==> config.mk <==
export PLATFORM = sky130hd
export DESIGN_NAME = vga_timing_analyzer_flat
export DESIGN_NICKNAME = d
export VERILOG_FILES = /design/src/rtl/vga_timing_analyzer_if.sv /design/src/rtl/vga_timing_analyzer.sv /design/src/flat_wrapper.sv
export SDC_FILE = /design/constraint.sdc
export NUM_CORES = 1
export LEC_CHECK = 0
export ABC_CLOCK_PERIOD_IN_PS = 4700
export BUFFER_PORTS_ARGS = -buffer_cell sky130_fd_sc_hd__buf_2
export CAP_MARGIN = 20
export CORE_ASPECT_RATIO = 0.8
export CORE_UTILIZATION = 31
export CTS_BUF_LIST = sky130_fd_sc_hd__clkbuf_8
export DETAILED_ROUTE_END_ITERATION = 12
export SLEW_MARGIN = 10
export SYNTH_ARGS = -nofsm -noshare
export SYNTH_HDL_FRONTEND = slang
export SYNTH_SLANG_ARGS = --single-unit
==> constraint.sdc <==
create_clock -name pixel_clk -period 4.7 [get_ports pixel_clk]
set_clock_uncertainty 0.1 [all_clocks]
set_input_delay 0.47 -clock pixel_clk [delete_from_list [all_inputs] [get_ports pixel_clk]]
set_output_delay 0.47 -clock pixel_clk [all_outputs]
set_load 0.005 [all_outputs]
==> src/rtl/vga_timing_analyzer_if.sv <==
// Bundle between a VGA source and the timing analyzer: the video stream
// travels one way and the per-frame measurement set comes back.
interface vga_timing_analyzer_if;
  logic        VGA_HS;
  logic        VGA_VS;
  logic [4:0]  VGA_R;
  logic [5:0]  VGA_G;
  logic [4:0]  VGA_B;
  logic [15:0] H_Total;
  logic [15:0] H_Sync_Len;
  logic [15:0] V_Total;
  logic [15:0] V_Sync_Len;
  logic [15:0] Act_X_First;
  logic [15:0] Act_X_Last;
  logic [15:0] Act_Y_First;
  logic [15:0] Act_Y_Last;
  logic        Act_Found;
  logic        Meas_Valid;
  logic        Locked;
  logic        Timeout;

  modport master (
    output VGA_HS, VGA_VS, VGA_R, VGA_G, VGA_B,
    input  H_Total, H_Sync_Len, V_Total, V_Sync_Len,
    input  Act_X_First, Act_X_Last, Act_Y_First, Act_Y_Last,
    input  Act_Found, Meas_Valid, Locked, Timeout
  );

  modport slave (
    input  VGA_HS, VGA_VS, VGA_R, VGA_G, VGA_B,
    output H_Total, H_Sync_Len, V_Total, V_Sync_Len,
    output Act_X_First, Act_X_Last, Act_Y_First, Act_Y_Last,
    output Act_Found, Meas_Valid, Locked, Timeout
  );
endinterface

==> src/rtl/vga_timing_analyzer.sv <==
// Receive-side VGA timing analyzer: measures line/frame timing, sync widths
// and the non-black bounding box, publishes once per frame and reports lock
// once consecutive frames agree. Falls back to searching when HS disappears.
module vga_timing_analyzer #(
  parameter int LOCK_FRAMES    = 3,
  parameter int TIMEOUT_CYCLES = 65535
) (
  input logic                  pixel_clk,
  input logic                  pixel_rstn,
  vga_timing_analyzer_if.slave vif
);

  localparam logic [15:0] LOCK_LIM    = 16'(LOCK_FRAMES);
  localparam logic [15:0] TIMEOUT_LIM = 16'(TIMEOUT_CYCLES);

  typedef enum logic [1:0] {ST_SEARCH, ST_MEASURE, ST_LOCKED} state_t;

  function automatic logic [15:0] sat_inc(input logic [15:0] v);
    return (v == 16'hFFFF) ? v : v + 16'd1;
  endfunction

  // input register and previous-sample copies
  logic        hs_q, hs_d, vs_q, vs_d;
  logic [15:0] rgb_q;
  // detection stage: edges and levels of one pixel sample, aligned together
  logic        hs_fall, hs_rise, vs_fall, vs_lvl, pix_on;

  // counters
  logic [15:0] h_cnt, v_cnt, idle_cnt;
  logic [15:0] line_period, hs_width, vs_lines;
  // active box trackers
  logic        box_found;
  logic [15:0] x_min, x_max, y_min, y_max;

  // published results and control
  state_t      state;
  logic [15:0] lock_cnt;
  logic [15:0] h_total_r, h_sync_r, v_total_r, v_sync_r;
  logic [15:0] x_first_r, x_last_r, y_first_r, y_last_r;
  logic        found_r, valid_r, locked_r, timeout_r;

  // column/line of the pixel in the detection stage, and derived values
  logic [15:0] h_cur, v_cur, idle_next, v_total_new, lock_next;
  logic        timeout_hit, timing_match;

  assign h_cur       = hs_fall ? 16'd0 : sat_inc(h_cnt);
  assign v_cur       = hs_fall ? (vs_fall ? 16'd0 : sat_inc(v_cnt)) : v_cnt;
  assign idle_next   = hs_fall ? 16'd0 : sat_inc(idle_cnt);
  assign timeout_hit = (idle_next == TIMEOUT_LIM) && (idle_cnt != TIMEOUT_LIM);
  assign v_total_new = sat_inc(v_cnt);
  assign timing_match = (line_period == h_total_r) && (hs_width == h_sync_r) &&
                        (v_total_new == v_total_r) && (vs_lines == v_sync_r);
  assign lock_next   = timing_match ? ((lock_cnt >= LOCK_LIM) ? LOCK_LIM : lock_cnt + 16'd1)
                                    : 16'd1;

  // Register the raw stream, then register edge flags from the registered copies.
  always_ff @(posedge pixel_clk or negedge pixel_rstn) begin
    if (!pixel_rstn) begin
      hs_q    <= 1'b0;
      hs_d    <= 1'b0;
      vs_q    <= 1'b0;
      vs_d    <= 1'b0;
      rgb_q   <= '0;
      hs_fall <= 1'b0;
      hs_rise <= 1'b0;
      vs_fall <= 1'b0;
      vs_lvl  <= 1'b0;
      pix_on  <= 1'b0;
    end else begin
      hs_q    <= vif.VGA_HS;
      vs_q    <= vif.VGA_VS;
      rgb_q   <= {vif.VGA_R, vif.VGA_G, vif.VGA_B};
      hs_d    <= hs_q;
      vs_d    <= vs_q;
      hs_fall <= hs_d & ~hs_q;
      hs_rise <= ~hs_d & hs_q;
      vs_fall <= vs_d & ~vs_q;
      vs_lvl  <= vs_q;
      pix_on  <= |rgb_q;
    end
  end

  // Free-running line/frame counters and the non-black bounding box of the current frame.
  always_ff @(posedge pixel_clk or negedge pixel_rstn) begin
    if (!pixel_rstn) begin
      h_cnt       <= '0;
      v_cnt       <= '0;
      idle_cnt    <= '0;
      line_period <= '0;
      hs_width    <= '0;
      vs_lines    <= '0;
      box_found   <= 1'b0;
      x_min       <= '0;
      x_max       <= '0;
      y_min       <= '0;
      y_max       <= '0;
    end else begin
      h_cnt    <= h_cur;
      v_cnt    <= v_cur;
      idle_cnt <= idle_next;
      if (hs_fall) line_period <= sat_inc(h_cnt);
      if (hs_rise) hs_width <= h_cur;
      if (vs_fall) vs_lines <= hs_fall ? 16'd1 : 16'd0;
      else if (hs_fall && !vs_lvl) vs_lines <= sat_inc(vs_lines);
      if (vs_fall) begin
        box_found <= pix_on;
        x_min     <= pix_on ? h_cur : 16'd0;
        x_max     <= pix_on ? h_cur : 16'd0;
        y_min     <= pix_on ? v_cur : 16'd0;
        y_max     <= pix_on ? v_cur : 16'd0;
      end else if (pix_on) begin
        box_found <= 1'b1;
        if (!box_found || h_cur < x_min) x_min <= h_cur;
        if (!box_found || h_cur > x_max) x_max <= h_cur;
        if (!box_found || v_cur < y_min) y_min <= v_cur;
        if (!box_found || v_cur > y_max) y_max <= v_cur;
      end
    end
  end

  // Search/measure/lock sequencing with the published measurement registers.
  always_ff @(posedge pixel_clk or negedge pixel_rstn) begin
    if (!pixel_rstn) begin
      state     <= ST_SEARCH;
      lock_cnt  <= '0;
      h_total_r <= '0;
      h_sync_r  <= '0;
      v_total_r <= '0;
      v_sync_r  <= '0;
      x_first_r <= '0;
      x_last_r  <= '0;
      y_first_r <= '0;
      y_last_r  <= '0;
      found_r   <= 1'b0;
      valid_r   <= 1'b0;
      locked_r  <= 1'b0;
      timeout_r <= 1'b0;
    end else begin
      valid_r <= 1'b0;
      if (hs_fall) timeout_r <= 1'b0;
      if (timeout_hit) begin
        state     <= ST_SEARCH;
        locked_r  <= 1'b0;
        lock_cnt  <= '0;
        timeout_r <= 1'b1;
      end else begin
        case (state)
          ST_SEARCH: begin
            if (vs_fall) state <= ST_MEASURE;
          end
          ST_MEASURE, ST_LOCKED: begin
            if (vs_fall) begin
              valid_r   <= 1'b1;
              h_total_r <= line_period;
              h_sync_r  <= hs_width;
              v_total_r <= v_total_new;
              v_sync_r  <= vs_lines;
              x_first_r <= x_min;
              x_last_r  <= x_max;
              y_first_r <= y_min;
              y_last_r  <= y_max;
              found_r   <= box_found;
              lock_cnt  <= lock_next;
              if (state == ST_LOCKED && !timing_match) begin
                state    <= ST_MEASURE;
                locked_r <= 1'b0;
              end else if (lock_next >= LOCK_LIM) begin
                state    <= ST_LOCKED;
                locked_r <= 1'b1;
              end
            end
          end
          default: state <= ST_SEARCH;
        endcase
      end
    end
  end

  assign vif.H_Total     = h_total_r;
  assign vif.H_Sync_Len  = h_sync_r;
  assign vif.V_Total     = v_total_r;
  assign vif.V_Sync_Len  = v_sync_r;
  assign vif.Act_X_First = x_first_r;
  assign vif.Act_X_Last  = x_last_r;
  assign vif.Act_Y_First = y_first_r;
  assign vif.Act_Y_Last  = y_last_r;
  assign vif.Act_Found   = found_r;
  assign vif.Meas_Valid  = valid_r;
  assign vif.Locked      = locked_r;
  assign vif.Timeout     = timeout_r;

endmodule

==> src/flat_wrapper.sv <==
// flat-port wrapper written by rule: the top's interface ports become plain ports
module vga_timing_analyzer_flat 
#(
  parameter int LOCK_FRAMES    = 3,
  parameter int TIMEOUT_CYCLES = 65535
)
  (pixel_clk, pixel_rstn, vif_VGA_HS, vif_VGA_VS, vif_VGA_R, vif_VGA_G, vif_VGA_B, vif_H_Total, vif_H_Sync_Len, vif_V_Total, vif_V_Sync_Len, vif_Act_X_First, vif_Act_X_Last, vif_Act_Y_First, vif_Act_Y_Last, vif_Act_Found, vif_Meas_Valid, vif_Locked, vif_Timeout);
  vga_timing_analyzer_if vif_i ();
  input logic pixel_clk;
  input logic pixel_rstn;
  input wire logic [$bits(vif_i.VGA_HS)-1:0] vif_VGA_HS;
  input wire logic [$bits(vif_i.VGA_VS)-1:0] vif_VGA_VS;
  input wire logic [$bits(vif_i.VGA_R)-1:0] vif_VGA_R;
  input wire logic [$bits(vif_i.VGA_G)-1:0] vif_VGA_G;
  input wire logic [$bits(vif_i.VGA_B)-1:0] vif_VGA_B;
  output wire logic [$bits(vif_i.H_Total)-1:0] vif_H_Total;
  output wire logic [$bits(vif_i.H_Sync_Len)-1:0] vif_H_Sync_Len;
  output wire logic [$bits(vif_i.V_Total)-1:0] vif_V_Total;
  output wire logic [$bits(vif_i.V_Sync_Len)-1:0] vif_V_Sync_Len;
  output wire logic [$bits(vif_i.Act_X_First)-1:0] vif_Act_X_First;
  output wire logic [$bits(vif_i.Act_X_Last)-1:0] vif_Act_X_Last;
  output wire logic [$bits(vif_i.Act_Y_First)-1:0] vif_Act_Y_First;
  output wire logic [$bits(vif_i.Act_Y_Last)-1:0] vif_Act_Y_Last;
  output wire logic [$bits(vif_i.Act_Found)-1:0] vif_Act_Found;
  output wire logic [$bits(vif_i.Meas_Valid)-1:0] vif_Meas_Valid;
  output wire logic [$bits(vif_i.Locked)-1:0] vif_Locked;
  output wire logic [$bits(vif_i.Timeout)-1:0] vif_Timeout;
  assign vif_i.VGA_HS = vif_VGA_HS;
  assign vif_i.VGA_VS = vif_VGA_VS;
  assign vif_i.VGA_R = vif_VGA_R;
  assign vif_i.VGA_G = vif_VGA_G;
  assign vif_i.VGA_B = vif_VGA_B;
  assign vif_H_Total = vif_i.H_Total;
  assign vif_H_Sync_Len = vif_i.H_Sync_Len;
  assign vif_V_Total = vif_i.V_Total;
  assign vif_V_Sync_Len = vif_i.V_Sync_Len;
  assign vif_Act_X_First = vif_i.Act_X_First;
  assign vif_Act_X_Last = vif_i.Act_X_Last;
  assign vif_Act_Y_First = vif_i.Act_Y_First;
  assign vif_Act_Y_Last = vif_i.Act_Y_Last;
  assign vif_Act_Found = vif_i.Act_Found;
  assign vif_Meas_Valid = vif_i.Meas_Valid;
  assign vif_Locked = vif_i.Locked;
  assign vif_Timeout = vif_i.Timeout;
  vga_timing_analyzer #(.LOCK_FRAMES(LOCK_FRAMES), .TIMEOUT_CYCLES(TIMEOUT_CYCLES)) u_core (.pixel_clk(pixel_clk), .pixel_rstn(pixel_rstn), .vif(vif_i));
endmodule
* Word-level counts from Yosys, hierarchy flattened
Cells that the tools add are included.
** Cells by class
- Add/subtract/negate cells :: 5
- Magnitude comparators :: 6
- Equal/unequal tests :: 16
- Mux-type cells :: 48
- Bitwise logic cells :: 7
- Reductions and logical operators :: 35
** Operator list (number)
- $mux W16 :: 29
- $add A16 B1 Y16 const B :: 5
- $eq A16 B16 Y1 const B :: 5
- $eq A16 B16 Y1 :: 4
- $ge A16 B2 Y1 const B :: 2
- $gt A16 B16 Y1 :: 2
- $lt A16 B16 Y1 :: 2
- $reduce_bool A2 Y1 :: 9
- $ne A16 B16 Y1 const B :: 1
- $reduce_or A16 Y1 :: 1
- $mux W1 :: 13
- $reduce_and A2 Y1 :: 6
- $mux W2 :: 5
- $reduce_and A3 Y1 :: 3
- $logic_and A1 B1 Y1 :: 6
- $ne A3 B1 Y1 const B :: 2
- $logic_or A1 B1 Y1 :: 4
- $ne A4 B1 Y1 const B :: 1
- $not A1 Y1 :: 4
- $pmux W2 S2 :: 1
- $and A1 B1 Y1 :: 3
- $logic_not A1 Y1 :: 3
- $reduce_bool A3 Y1 :: 1
- $eq A2 B1 Y1 const B :: 1
- other kinds (4) :: 4
** Storage, ports and cells
- Register bits after elaboration :: 335
- Output and inout bits :: 132
- Word-level logic and storage cells :: 151

* Logic depth before layout (Yosys ltp)
Gate-level depths: netlist of the first run.
- Depth after elaboration :: 12
- Gate-level depth with buffers :: 20
- Mapped depth without buffers :: 18

* Worst setup path after synthesis of the first run
OpenSTA, ideal clock, no wires.
- Path type :: flip-flop to flip-flop
- Start :: reg u_core.h_cnt[3]
- End :: reg u_core.x_max[10]
- Setup time :: 66 ps
- Arrival :: 4225 ps
- Data required time :: 4534 ps
- Slack :: 308 ps
- Stages on the path, launching flop included :: 20
- Path buffers :: 2
- Clock period less this slack :: 4392 ps
- Cells stage by stage :: dfrtp_1 and3_1 clkbuf_1 and4_1 nand4_1 nand2_1 nor2_1 xnor2_1 nor2_1 ha_1 a21o_1 a21o_1 a21o_1 a21o_1 a221o_1 a211oi_1 o211ai_1 a21oi_1 clkbuf_1 a22o_1
** On the way
- Longest elaborated chain between the ends :: 7
- Elaborated cells between the ends (all ways) :: 12
- Those cells by class :: 1 x add/sub; 1 x order compare; 1 x eq/ne; 6 x mux; 3 x reduce/logical
** RTL lines
- start: declaration :: line vga_timing_analyzer.sv:29 : logic [15:0] h_cnt, v_cnt, idle_cnt;
- start signal: assignment :: line vga_timing_analyzer.sv:98 : h_cnt <= h_cur;
- $add A16 B1 Y16 / $eq A16 B16 Y1 (equally long branches) :: line vga_timing_analyzer.sv:19 : return (v == 16'hFFFF) ? v : v + 16'd1;
- $mux W16 (*) :: line vga_timing_analyzer.sv:19
- $mux W16 (*) :: line vga_timing_analyzer.sv:46 : assign h_cur = hs_fall ? 16'd0 : sat_inc(h_cnt);
- via u_core.h_cur[9] :: line vga_timing_analyzer.sv:43 : logic [15:0] h_cur, v_cur, idle_next, v_total_new, lock_next;
- $gt A16 B16 Y1 (*) :: line vga_timing_analyzer.sv:114 : if (!box_found || h_cur > x_max) x_max <= h_cur;
- $logic_or A1 B1 Y1 (*) :: line vga_timing_analyzer.sv:114
- $reduce_bool A2 Y1 (no line) (*)
- $reduce_and A2 Y1 (no line) (*)
- end signal: assignment :: line vga_timing_analyzer.sv:108 : x_max <= pix_on ? h_cur : 16'd0;
- end signal: assignment :: line vga_timing_analyzer.sv:114
- end: declaration :: line vga_timing_analyzer.sv:33 : logic [15:0] x_min, x_max, y_min, y_max;
Mark *: on every way through the listed nets, which the timed path passes. The rest lies on a longest branch. The select of a mux whose other input is x is not followed.
A chain may end at the register's enable or synchronous reset.

* Worst setup path after layout of the first run
- Start :: reg u_core.h_cnt[3]
- End :: reg u_core.x_max[11]
** On the way
- Longest elaborated chain between the ends :: 7
- Elaborated cells between the ends (all ways) :: 12
- Those cells by class :: 1 x add/sub; 1 x order compare; 1 x eq/ne; 6 x mux; 3 x reduce/logical
** RTL lines (line)
- $add A16 B1 Y16 / $eq A16 B16 Y1 (equally long branches) :: vga_timing_analyzer.sv:19
- $mux W16 (*) :: vga_timing_analyzer.sv:19
- $mux W16 (*) :: vga_timing_analyzer.sv:46
- via u_core.h_cur[11] :: vga_timing_analyzer.sv:43
- $gt A16 B16 Y1 :: vga_timing_analyzer.sv:114
- $logic_or A1 B1 Y1 :: vga_timing_analyzer.sv:114
- $reduce_bool A2 Y1 (no line)
- $reduce_and A2 Y1 (no line)
Marked as above.

==> results of run 1 <==
[sequential cells by signal, summed over array words and instances (netlist names), 16 cells and up]
| name | cells |
|---|---|
| u_core.h_cnt | 16 |
| u_core.vif.Act_X_Last | 16 |
| u_core.line_period | 16 |
| u_core.vif.Act_Y_First | 16 |
| u_core.vif.Act_Y_Last | 16 |
| u_core.vif.H_Total | 16 |
| u_core.y_min | 16 |
| u_core.vif.Act_X_First | 16 |
| u_core.vif.V_Sync_Len | 16 |
| u_core.vif.V_Total | 16 |
| u_core.x_max | 16 |
| u_core.vs_lines | 16 |
| u_core.v_cnt | 16 |
| u_core.hs_width | 16 |
| u_core.lock_cnt | 16 |
| u_core.idle_cnt | 16 |
| u_core.y_max | 16 |
| u_core.vif.H_Sync_Len | 16 |
| u_core.x_min | 16 |
| u_core.rgb_q | 16 |
[stage by stage]
stage / total power [W] / instances / setup slack (ns) / util [%] / hold slack (ns)
after CTS: 0.00847 / 2518 / 0.303 / 37.3 / 0.248
final: 0.00838 / 2518 / 0.347 / 37.4 / 0.258
after global routing: 0.00890 / 2518 / 0.0445 / 37.4 / 0.271
after detailed placement: 0.00566 / 2394 / 0.336 / 34.7 / 0.292
after global placement: 0.00561 / 2394 / 0.429 / 34.7 / 0.289
after floorplan: 0.00486 / 1575 / 0.308 / - / 0.0744
[placed cells by master (no fill, tap or decap), drive strengths merged, types with 19 or more instances in the layout]
master	count
dfrtp	335
nor2	91
nor3	24
clkbuf	72
xnor2	19
nand2	143
and3	35
nand4	43
nand3	36
nor4	41
buf	204
a21oi	60
a21o	20
a22o	66
inv	116
dlygate4sd3	19
xor2	68
ha	70
o21ai	111
mux2	77
[logic make-up (layout without fill, tap and decap cells)]
group           after synthesis  in the layout  synth area share [%]
xor+xnor                     87             87                  4.60
compound gates              344            344                  13.9
fa+ha+maj                    70             70                  5.29
simple gates                481            481                  15.2
buf+inv                     172            422                  4.60
flops                       335            335                  50.6
mux                          86             86                  5.78
[worst reg2reg max path: stages, from the launching register on]
cell and delay (ns):
dfrtp_1 0.39, and3_1 0.30, and4_1 0.31, nand4_1 0.13, buf_4 0.18, and3_1 0.19
xnor2_1 0.14, nor2_1 0.41, ha_1 0.34, a21o_1 0.16, a21o_1 0.17, a221o_1 0.29
a211oi_1 0.26, o211ai_1 0.15, a22o_1 0.42, a22o_1 0.28
[routing by layer]
layer	GRT usage, %	part of all wire, %	up-vias
li1	-	-	6079
met1	25.5	47	6385
met2	26.7	44	389
met3	4.45	6.0	102
met4	5.14	2.6	6
met5	0	0.079	-
[area by class of cell]
class | count | area [um2]
flip-flops and latches | 335 | 8380
well taps | 693 | 867
clock inverters | 33 | 206
multi-input cells | 1068 | 7430
inverters | 94 | 353
repair buffers | 223 | 1400
fillers | 5302 | 32900
clock buffers | 72 | 991
[power by group]
part | switching (W) | leakage [nW] | internal (W) | total, W
Combinational | 0.00130 | 4.56 | 0.000841 | 0.00214
Sequential | 0.000312 | 4.50 | 0.00319 | 0.00350
Clock | 0.00124 | 0.697 | 0.00149 | 0.00274
[worst paths after layout]
path	endpoint	cells past startpoint	slack, ns	startpoint
min	u_core.hs_d	0	0.26	u_core.hs_q
max reg2reg	u_core.x_max[11]	15	0.35	u_core.h_cnt[3]
max	u_core.x_max[11]	15	0.35	u_core.h_cnt[3]
min in group asynchronous	u_core.vif.Act_X_Last[1]	2	0.37	pixel_rstn
max in group asynchronous	u_core.vif.V_Total[11]	3	2.93	pixel_rstn
min reg2reg	u_core.hs_d	0	0.26	u_core.hs_q
[repair_timing]
| action | in CTS | in global routing |
|---|---|---|
| setup endpoints to repair | 0 | 32 |
| hold buffers | 19 | 0 |
| buffers inserted | 0 | 0 |
| resized for setup | 0 | 4 |
| hold endpoints to repair | 144 | 0 |
==> results.toml, run 1 <==
[run_status]
outcome = "finished, final reports clean"

[floorplan]
io_pins = 152
core_area_um2 = 52600
die_y_um = 209
die_area_um2 = 54300
die_w_um = 260
initial_utilization_pct = 31.5
row_count = 75

[place]
io_buffers = 151
place.gp.congestion = 0.893
hpwl_um = 35200
place_area_um2 = 18200

[route]
drt_iter0_markers = 1052
route.vias.total = 13000
postRouteAntennaNets = 0
firstDrtPassIters = 5
vias_per_cell = 5.15
wl_per_cell_um = 19.2
drc = 0
wirelength_um = 48200

[grt]
antenna_found_initial = 2
grt.total_usage_pct = 17.9
first_global_vias = 12900
grt_start_max_net_pins = 130
grt_first_pass_wirelength_um = 75300
grt_overflow = 0

[sta]
fin_crit_sh_pct = 92.6
setup-violations-final = 0
slew_headroom_pct = 27.9
hold_viol_final = 0
fmax_mhz = 230
min_period_ns = 4.35
tightestPinTransition_ns = 1.07
grt_setup_unrepaired = "false"
finalMaxSlewViolations = 0
fin_setup_tns_ns = 0

[synth]
synth_area_leaders = "dfrtp_1, ha_1, mux2_2"
synth_most_common_cell = "dfrtp_1"
netlist_top_cells_count = "dfrtp_1, nand2_1, inv_1, nor2_1, mux2_2"
yosys_warnings = 0
syn_area_um2 = 16600
async_flop_share_pct = 100
synthFlopType = "dfrtp_1"
synth_cell_types = 74
avgSynthCellArea_um2 = 10.5
yosysSeqAreaShare_pct = 50.6
synth_enable_flop_cells = 0
ys_seq_elements = 335
synth_top_area_share_pct = 50.6
syn_inst = 1575
netlist.top_cell.by_area = "dfrtp_1"
synthesis.nets = 1665

[worst_hold_path]
hp-class = "reg2reg"

[clock_tree]
clkSlewWorstSetupHoldPaths_ns = 0.07
max-clock-path-buffers = 3
worstSkewPairLatency_ns = 0.67
cts-htree-levels = 2
cts_root_buf = "clkbuf_8"
cts_tree = "built"
cts_buffers = 57
cts.sinks = 335

[power_and_ir_drop]
leakage_nw = 9.76
ir_drop_mv = 0.221
powerDensity_nw_per_um2 = 427

[worst_setup_path]
worstPathRequired_ns = 5.13
critical-path-top-delay-family = "compound AO/OA/AOI/OAI gates"
arrival_ns = 4.79
end_kind = "register"
worstSetupPathType = "reg2reg"
crit_fanout = 16
crit_slowest_cell = "a22o_1"
worst-path-buf-inv = 1
start_kind = "register"
cp_cell_sequence = "and3_1, and4_1, nand4_1, buf_4, and3_1, xnor2_1, nor2_1, ha_1, a21o_1, a21o_1, a221o_1, a211oi_1, o211ai_1, a22o_1, a22o_1"
worst_path_largest_cell_delay_ns = 0.42

[final_layout]
finalNetCount = 1869
final_layout_size_suffix_gt1_share_pct = 21.3
antenna-diode-count = 0
area_growth_pct = 18.6
final_area_um2 = 19600

[run]
cap_violations = 0
(Power assumes the default switching activity.)
==> run 2: changes to the inputs <==
--- a/config.mk
+++ b/config.mk
@@ -9,9 +9,11 @@
 export BUFFER_PORTS_ARGS = -buffer_cell sky130_fd_sc_hd__buf_2
 export CAP_MARGIN = 20
 export CORE_ASPECT_RATIO = 0.8
-export CORE_UTILIZATION = 31
+export CORE_UTILIZATION = 47
 export CTS_BUF_LIST = sky130_fd_sc_hd__clkbuf_8
 export DETAILED_ROUTE_END_ITERATION = 12
+export MAX_ROUTING_LAYER = met4
+export PLACE_DENSITY_LB_ADDON = 0.2
 export SLEW_MARGIN = 10
 export SYNTH_ARGS = -nofsm -noshare
 export SYNTH_HDL_FRONTEND = slang
==> run 2 against run 1 <==
Non-clock buffer count fell by 6. Sequential power barely moved. Wire length fell by 9.0%. Combinational power fell by 2%. Flip-flop and latch count did not move. Clock power fell by 7%. Global-route usage rose by 7.9 points. Maximum frequency fell by 2.1%. Critical path depth rose by 2.
==> results.toml, run 2 (synthesis gave the netlist of run 1 again) <==
[sta]
hold_viol_final = 0
tightestPinTransition_ns = 1.04
fmax_mhz = 225
holdWs_ns = 0.319
fin_crit_sh_pct = 94.6
min_period_ns = 4.44
finalMaxSlewViolations = 0
fin_setup_tns_ns = 0
setup-violations-final = 0
slew_headroom_pct = 30.4
setup_ws_ns = 0.256
grt_setup_unrepaired = "false"

[worst_setup_path]
critical-path-top-delay-family = "simple AND/OR/NAND/NOR gates"
crit_slowest_cell = "and2_1"
crit_fanout = 16
cp_cell_sequence = "and3_1, and4_1, nand4_1, nand2_1, nor2_1, xnor2_1, nor2_1, ha_1, a21o_1, a21o_1, a21oi_1, nor2_1, a2111oi_0, nor2_1, a21oi_1, and2_1, a22o_1"
worst_path_largest_cell_delay_ns = 0.56
start_kind = "register"
crit_path_frequent_cell = "nor2_1"
end_kind = "register"
worstPathRequired_ns = 5.16
worst-path-buf-inv = 0
worstSetupPathType = "reg2reg"
arrival_ns = 4.90

[power_and_ir_drop]
p_int_w = 0.00540
pwr-share-comb_pct = 25.7
leakage_nw = 9.68
power.share.clock_pct = 31.4
seqPwrFrac_pct = 42.8
power.switching_w = 0.00274
ir_drop_mv = 0.227
powerDensity_nw_per_um2 = 423
switching_share_pct = 33.7

[place]
place.gp.congestion = 0.942
post-place-ws_ns = 0.268
io_buffers = 151
hpwl_um = 31600

[grt]
grt_overflow = 0
grt_start_max_net_pins = 115
grt.total_usage_pct = 25.8
first_global_vias = 12500
grt_first_pass_wirelength_um = 70100
antenna_found_initial = 0

[clock_tree]
cts_setup_buffers = 0
max-clock-path-buffers = 3
worstSkewPairLatency_ns = 0.63
clkSlewWorstSetupHoldPaths_ns = 0.06
cts_root_buf = "clkbuf_8"
cts_buffers = 55
cts-htree-levels = 2
cts_tree = "built"
cts.sinks = 335

[floorplan]
core_area_um2 = 34700
initial_utilization_pct = 47.7
io_pins = 152
die_w_um = 212
die_y_um = 170
row_count = 61
die_area_um2 = 36000

[worst_hold_path]
hp-class = "reg2reg"

[route]
drc = 0
firstDrtPassIters = 5
drt_iter0_markers = 788
route.vias.total = 12800
postRouteAntennaNets = 0
wl_per_cell_um = 19.2
vias_per_cell = 5.62
wirelength_um = 43900

[final_layout]
antenna-diode-count = 0
final_layout_size_suffix_gt1_share_pct = 20.7
finalNetCount = 1861
layout_commonest_cell = "dfrtp_1"
final_cell_mix = "dfrtp_1, buf_2, nand2_1"
area_growth_pct = 16.1
fin_util_pct = 55.3

[run_status]
outcome = "finished, final reports clean"

[run]
cap_violations = 0
run 2: layout make-up:
class	count	area, um2
clock buffer	69	950
timing repair buffer	217	1360
sequential	335	8380
fill	3082	15500
inverter	94	353
clock inverter	28	155
tap	472	591
multi-input combinational	1068	7420
run 2: power by group through the flow:
stage          sequential [W]  combinational (W)  clock (W)
6_report              0.00348            0.00209    0.00256
2_1_floorplan         0.00343            0.00143          0
3_5_place_dp          0.00353            0.00207          0
3_3_place_gp          0.00352            0.00203          0
4_1_cts               0.00348            0.00209    0.00264
5_1_grt               0.00352            0.00236    0.00277
run 2: stage by stage:
step / area (um2) / instances / power, W
6_report: 19200 / 2283 / 0.00814
5_1_grt: 19200 / 2283 / 0.00865
4_1_cts: 19200 / 2283 / 0.00822
3_5_place_dp: 17900 / 2167 / 0.00561
3_3_place_gp: 17900 / 2167 / 0.00556
2_1_floorplan: 16600 / 1575 / 0.00486
run 2: what timing repair did:
item,CTS,global route
hold endpoints to repair,96,0
hold buffers,19,0
gates resized for setup,0,2
endpoints found under the setup margin,0,29
run 2: worst paths after layout:
kind                                 startpoint  slack [ns]  cells after the start                        to
worst max register to register  u_core.h_cnt[3]        0.26                     17          u_core.x_min[12]
min in group asynchronous            pixel_rstn        0.33                      2       u_core.idle_cnt[13]
worst max-delay path            u_core.h_cnt[3]        0.26                     17          u_core.x_min[12]
max in group asynchronous            pixel_rstn        3.07                      3  u_core.vif.Act_X_Last[9]
worst min-delay path                u_core.vs_q        0.32                      0               u_core.vs_d
worst min register to register      u_core.vs_q        0.32                      0               u_core.vs_d
run 2: worst reg2reg max path, delay by kind of cell, from the launching register on:
kind	cells	cell delay, ns
xor+xnor	1	0.15
compound gates	6	1.33
flops	1	0.39
fa+ha+maj	1	0.33
simple gates	9	2.06
run 2: routing by layer:
metal	up-vias	part of all wire [%]	global-route usage (%)
li1	6068	-	-
met1	6378	48	36.9
met2	325	45	38.1
met3	56	5.0	4.15
met4	0	1.7	6.96
met5	-	0	-
